==> src/rtl/inst_queue_pkg.sv <==
// Shared constants and types for the instruction queue.
// These widths and the default depth are the project-wide values that the
// fetch stage and the decoder also use.
package inst_queue_pkg;

  localparam int IDWidth        = 32;
  localparam int AddressWidth   = 32;
  localparam int InstQueueDepth = 16;

  // One queue slot: the instruction word together with its PC.
  typedef struct packed {
    logic [IDWidth-1:0]      inst;
    logic [AddressWidth-1:0] pc;
  } entry_t;

endpackage

==> src/rtl/inst_queue.sv <==
// Instruction queue between fetch and decode.
// This is a circular FIFO with show-ahead output: the head entry is visible
// combinationally.
// Either clear input discards every entry.
// A low rdy_in freezes the whole queue, and the clears are ignored while it is low.
module inst_queue
  import inst_queue_pkg::*;
#(
  parameter int DEPTH = InstQueueDepth
) (
  input  logic                    clk_in,
  input  logic                    rst_in,
  input  logic                    rdy_in,
  input  logic                    if_instqueue_en_in,
  input  logic [IDWidth-1:0]      if_instqueue_inst_in,
  input  logic [AddressWidth-1:0] if_instqueue_pc_in,
  output logic                    instqueue_if_rdy_out,
  output logic                    instqueue_decoder_en_out,
  output logic [IDWidth-1:0]      instqueue_decoder_inst_out,
  output logic [AddressWidth-1:0] instqueue_decoder_pc_out,
  input  logic                    decoder_instqueue_rdy_in,
  input  logic                    decoder_instqueue_clear_in,
  input  logic                    rob_instqueue_clear_in
);

  localparam int PtrWidth = $clog2(DEPTH);
  localparam logic [PtrWidth:0] FullCount = (PtrWidth + 1)'(DEPTH);

  logic [PtrWidth-1:0] head;
  logic [PtrWidth-1:0] tail;
  logic [PtrWidth:0]   count;
  entry_t              mem [DEPTH];

  logic clear;
  logic push;
  logic pop;

  // Handshake qualification: a clear in the same cycle blocks both sides.
  always_comb begin
    clear = decoder_instqueue_clear_in | rob_instqueue_clear_in;
    instqueue_if_rdy_out     = rdy_in & (count != FullCount) & ~clear;
    instqueue_decoder_en_out = rdy_in & (count != '0) & ~clear;
    push = if_instqueue_en_in & instqueue_if_rdy_out;
    pop  = instqueue_decoder_en_out & decoder_instqueue_rdy_in;
    instqueue_decoder_inst_out = mem[head].inst;
    instqueue_decoder_pc_out   = mem[head].pc;
  end

  // Pointer and occupancy bookkeeping. Power-of-two depth lets the pointers wrap naturally.
  always_ff @(posedge clk_in or negedge rst_in) begin
    if (!rst_in) begin
      head  <= '0;
      tail  <= '0;
      count <= '0;
    end else if (rdy_in) begin
      if (clear) begin
        head  <= '0;
        tail  <= '0;
        count <= '0;
      end else begin
        if (push) tail <= tail + 1'b1;
        if (pop)  head <= head + 1'b1;
        if (push && !pop)      count <= count + 1'b1;
        else if (!push && pop) count <= count - 1'b1;
      end
    end
  end

  // Storage has no reset; en_out keeps stale slots from ever being consumed.
  always_ff @(posedge clk_in) begin
    if (push) begin
      mem[tail] <= '{inst: if_instqueue_inst_in, pc: if_instqueue_pc_in};
    end
  end

endmodule

==> config.mk <==
export PLATFORM = sky130hd
export DESIGN_NAME = inst_queue
export DESIGN_NICKNAME = d
export VERILOG_FILES = /design/src/rtl/inst_queue_pkg.sv /design/src/rtl/inst_queue.sv
export SDC_FILE = /design/constraint.sdc
export NUM_CORES = 1
export LEC_CHECK = 0
export ABC_AREA = 0
export BUFFER_PORTS_ARGS = -buffer_cell sky130_fd_sc_hd__buf_2
export CORE_UTILIZATION = 46
export DETAILED_ROUTE_END_ITERATION = 10
export HOLD_SLACK_MARGIN = 0.05
export SYNTH_ARGS = -nofsm -noshare
export SYNTH_HDL_FRONTEND = slang
export SYNTH_SLANG_ARGS = --single-unit
export TNS_END_PERCENT = 10
==> constraint.sdc <==
create_clock -name clk_in -period 3.1 [get_ports clk_in]
set_clock_uncertainty 0.15 [all_clocks]
set_input_delay 0.465 -clock clk_in [delete_from_list [all_inputs] [get_ports clk_in]]
set_output_delay 0.465 -clock clk_in [all_outputs]
set_load 0.005 [all_outputs]
# Yosys cells after proc, flatten, opt, wreduce, memory -nomap -nowiden
# Memories as Yosys holds them, arrays and structs flattened.
# Index checks and enable logic that the tools add are counted.
dict set report totals {
  romBits 0
  out_inout_bits 66
  reg_bits 13
  input_bits 71
  latch_bits 0
  mem_count 1
  ram_bits 1024
}
# name depth word_bits read_ports rd_ports_with_merged_regs write_ports line
set mem_list {}
lappend mem_list {mem 16 64 1 0 1 inst_queue.sv:32} ;# entry_t mem [DEPTH];
dict set report op_classes {
  magnitude_cmp 0
  muxes 9
  n_bitwise 8
  div 0
  shifts 0
  multipliers 0
  reduce_logical 11
  n_eq_ne 1
  addsub 4
}
# operator count
set op_table {}
lappend op_table {{4-bit two-way mux} 4}
lappend op_table {{5-bit two-way mux} 3}
lappend op_table {{4-bit by 1-bit adder with 4-bit output (second input constant)} 2}
lappend op_table {{1-bit AND} 6}
lappend op_table {{2-bit AND reduction} 3}
lappend op_table {{5-bit by 1-bit adder with 5-bit output (second input constant)} 1}
lappend op_table {{5-bit != test (second input constant)} 1}
lappend op_table {{5-bit nonzero test} 1}
lappend op_table {{5-bit by 1-bit subtractor with 5-bit output (second input constant)} 1}
lappend op_table {{2-bit nonzero test} 2}
lappend op_table {{3-bit nonzero test} 1}
lappend op_table {{1-bit logical AND} 2}
lappend op_table {{1-bit zero test} 2}
lappend op_table {{1-bit two-way mux} 2}
lappend op_table {{1-bit NOT} 1}
lappend op_table {{1-bit OR} 1}

# Depth between registers and ports, before layout
dict set report logic_depth {
  ltp_word 9
  ltp_mapped 10
  depth_no_buf 9
}

# Least setup slack after synthesis
# OpenSTA, ideal clock, no wires.
dict set report synth_path {
  kind {input port to flip-flop}
  start {input port rdy_in}
  end {memory mem[4][0] (netlist name) (enable)}
  arrival_time_ps 3174
  cell_stages 7
  setup_slack_ps -652
  required_ps 2521
  setup_ps 429
  cell_sequence {buf_2 -> or3b_4 -> a21oi_1 -> and3_1 -> buf_2 -> and2b_1 -> and2_1}
}
dict set report synth_via {
  elab_chain_cells 5
}
# item line
set synth_rtl {}
lappend synth_rtl {{from (decl)} inst_queue.sv:13} ;# input logic rdy_in,
lappend synth_rtl {{1-bit AND (2 in series)} inst_queue.sv:41} ;# instqueue_if_rdy_out = rdy_in & (count != FullCount) & ~clear;
lappend synth_rtl {{net instqueue_if_rdy_out} inst_queue.sv:17} ;# output logic instqueue_if_rdy_out,
lappend synth_rtl {{1-bit AND} inst_queue.sv:43} ;# push = if_instqueue_en_in & instqueue_if_rdy_out;
lappend synth_rtl {{1-bit two-way mux} inst_queue.sv:71} ;# if (push) begin
lappend synth_rtl {{1-bit two-way mux (implied by the code)} inst_queue.sv:72} ;# mem[tail] <= '{inst: if_instqueue_inst_in, pc: if_instqueue_pc_in};
lappend synth_rtl {{to (decl)} inst_queue.sv:32}
# The timed path passes the listed nets, and every way through them passes these cells.

# Final worst setup path
dict set report layout_path {
  start {register head[0]}
  end {output port instqueue_decoder_pc_out[8]}
}
dict set report layout_via {
  elab_chain_cells 1
}
# item line
set layout_rtl {}
lappend layout_rtl {{from (decl)} inst_queue.sv:29} ;# logic [PtrWidth-1:0] head;
lappend layout_rtl {{from (signal assigned)} inst_queue.sv:62} ;# if (pop) head <= head + 1'b1;
lappend layout_rtl {{memory read 16 x 64 bit} -}
lappend layout_rtl {{to (decl)} inst_queue.sv:20} ;# output logic [AddressWidth-1:0] instqueue_decoder_pc_out,
# No other way between the ends.

==> flow_summary.yaml <==
floorplanning:
  io_pins: 137
  row_count: 107
  core_mm2: 0.0857
  die_h_um: 297
  initial_utilization_pct: 46.7
  dieArea_mm2: 0.0882
  dieWidth_um: 297
cts:
  cts_tree: "done"
  cts.clk_slew.worst_paths_ns: 0.06
  clockBufferDepth: 3
  clock_latency_ns: 0.63
  cts-root-buf: "clkbuf_16"
  cts_made_buffers: 106
  cts_sinks: 1037
  cts_max_level: 3
synthesis:
  synth_xor_area_share_pct: 0.0875
  synth.yosys.seq_area_share_pct: 77.6
  syn_area_mm2: 0.0400
  synth.most_common_cell: "edfxtp_1"
  synth_flop_cell: "edfxtp_1"
  yosys_register_bits: 1037
  synth_commonest_cells: "edfxtp_1, mux2i_1, o21ai_0"
  synthAdderAreaFrac_pct: 0.331
  synth_edf_count: 1024
  synth_area_leader_cell: "edfxtp_1"
  netlist.area_leader.share_pct: 76.8
  syn-num-nets: 2093
  async_flop_share_pct: 1.25
  synthTopCellsByArea: "edfxtp_1, mux4_2, mux2i_1"
  synth-warning-count: 0
  synthSimpleGateAreaFrac_pct: 1.31
  yosysUniqueCellTypes: 43
  syn_avg_cell_area_um2: 19.9
  synth_mux_area_share_pct: 13.9
  synth_compound_area_share_pct: 5.54
  synth_top_family_by_area: "multiplexers"
  synthCells: 2012
sta:
  finalHoldViolCount: 0
  finalCriticalPeriod_ns: 3.34
  fmax_ghz: 0.300
  max_slew_margin_pct: 62.5
  timing.final.crit_share_pct: 108
  hold_slack_ns: 0.0923
  rsz0062_at_grt: "true"
  fin_ws_ns: -0.239
  setup_viol: 64
  drv_slew: 0
  tns_ns: -8.08
  worst_slew_pin_slew_ns: 0.563
power_and_ir_drop:
  p_leak_uw: 0.0155
  power_uw: 30600
  peakVddDrop_v: 0.000530
  pwr_density_cell_mw_per_mm2: 625
setup_path:
  reg2regPathDepth: 10
  rrSetupSlack_ns: 0.27
  arrival_ns: 2.72
  crit_type: "reg -> out"
  cp-start-kind: "flop"
  rr_startpoint: "count[0]"
  worst-endpoint-required_ns: 2.48
  crit_path_end_kind: "output port"
  r2r_end: "count[4]"
  cp_max_fo: 12
layout:
  fillers: 6381
  fin_util_pct: 57.1
  area.growth.synth_to_final_pct: 22.2
  layout.nets: 2433
  drive_gt1_share_pct: 30.7
global_route:
  grt_usage_pct: 21.8
  antenna_found_initial: 4
  grt_pass1_wl_um: 142000
  grt_max_degree: 49
  overflow: 0
  grt_pass1_vias: 21400
detailed_routing:
  dr.pass1.iters: 5
  ant_nets: 0
  viasPerCell: 5.80
  vias: 20800
  routed_wl_um: 96900
  wire_per_inst_um: 27.0
  drc: 0
  drt-initial-drc-count: 1809
min_path:
  min_path_cells: 1
  whs_endpoint: "mem[8][61]"
  hold_class: "in -> reg"
  hp-start: "if_instqueue_inst_in[29]"
placement:
  pre_cts_slack_ns: 0.133
  hpwl_um: 50300
  io_buffers: 136
  place_congestion: 0.767
status:
  status: "finished, violations left"
  violations: "setup timing"
job:
  cap_violations: 0
-- worst max-delay path, stage by stage (launching register included) --
cell and delay [ns]:
dfrtp_4 0.58, buf_12 0.21, buf_4 0.17, buf_16 0.16, mux2i_1 0.14, a221oi_2 0.38
o21ai_1 0.14, nand2_2 0.15, buf_2 0.14
-- per-layer routing --
layer	track usage [%]	share of wire, %	wire length, um	vias up
met5	0	0.0083	8	-
met1	29.6	42	40900	11000
met2	37.4	51	49500	630
met3	3.13	5.0	4840	123
li1	-	-	-	9051
met4	5.12	1.8	1710	2
-- final cells by class --
type / count / area, um2 / share of cell area, %
timing repair buffer: 340 / 3760 / 7.68
clock inverter: 72 / 873 / 1.79
sequential: 1037 / 31100 / 63.6
multi-input combinational: 862 / 9010 / 18.4
tap: 1144 / 1430 / 2.93
antenna: 1 / 2.50 / 0.00512
inverter: 5 / 18.8 / 0.0384
clock buffer: 123 / 2740 / 5.60
-- timing repair --
action                                  in CTS  in global routing
hold buffers                                65                  0
cloned                                      17                  8
endpoints found under the setup margin      64                 64
hold endpoints to repair                   988                  0
buffers inserted                            11                 16
pin swaps                                   41                 44
gates resized for setup                    120                 91
-- sequential cells by signal, summed over array words and instances, names as in the netlist --
signal,count
mem,1024
count,5
head,4
tail,4
-- how the worst max path moves through the flow --
stage                 start                     endpoint  slack (ns)
floorplan            rdy_in                    mem[5][0]       -0.65
global placement     rdy_in                     count[4]        0.15
detailed placement   rdy_in                     count[4]        0.13
CTS                 head[0]  instqueue_decoder_pc_out[6]       -0.22
global route        head[0]  instqueue_decoder_pc_out[8]       -0.31
finish              head[0]  instqueue_decoder_pc_out[8]       -0.24
-- layout by cell type (no fill, tap or decap), types with 5 or more instances in the layout --
master	netlist	final
a221oi_1	64	17
o21ai_1	2	65
buf_2	41	134
dlygate4sd3_1	0	65
inv_1	5	5
o21ai_0	135	66
bufinv_16	0	18
a22oi_2	0	19
a22oi_1	64	45
clkinv_2	0	22
buf_16	0	26
mux2i_1	194	192
clkinv_1	0	21
mux4_2	128	128
ha_1	9	9
edfxtp_1	1024	1024
buf_4	6	43
nand2_2	0	13
clkbuf_1	60	16
buf_6	0	10
clkbuf_16	0	115
o21ai_2	1	7
nand2_1	80	66
a221oi_2	0	47
dfrtp_1	13	9
and2_4	0	14
buf_12	0	51
a21oi_1	70	66
mux2_2	64	63
-- cells by family (layout without fill, tap and decap cells) --
logic type | count (synthesis) | count (layout)
fa+ha+maj | 10 | 10
mux | 386 | 386
xor+xnor | 4 | 4
flops | 1037 | 1037
buf+inv | 114 | 540
simple gates | 111 | 112
compound gates | 350 | 350
other cells | 0 | 1
-- through the flow --
stage          instances  instance area (um2)
3_5_place_dp        3273                43100
3_3_place_gp        3273                43100
4_1_cts             3561                48400
2_1_floorplan       2012                40000
5_1_grt             3584                48900
6_report            3584                48900
-- where the power goes --
group          internal (uW)  switching, uW  leakage [uW]
registers              15400           41.9       0.00938
clock network           7830           5260       0.00177
logic                   1030            969       0.00440
Power figures use the tool's default switching activity.
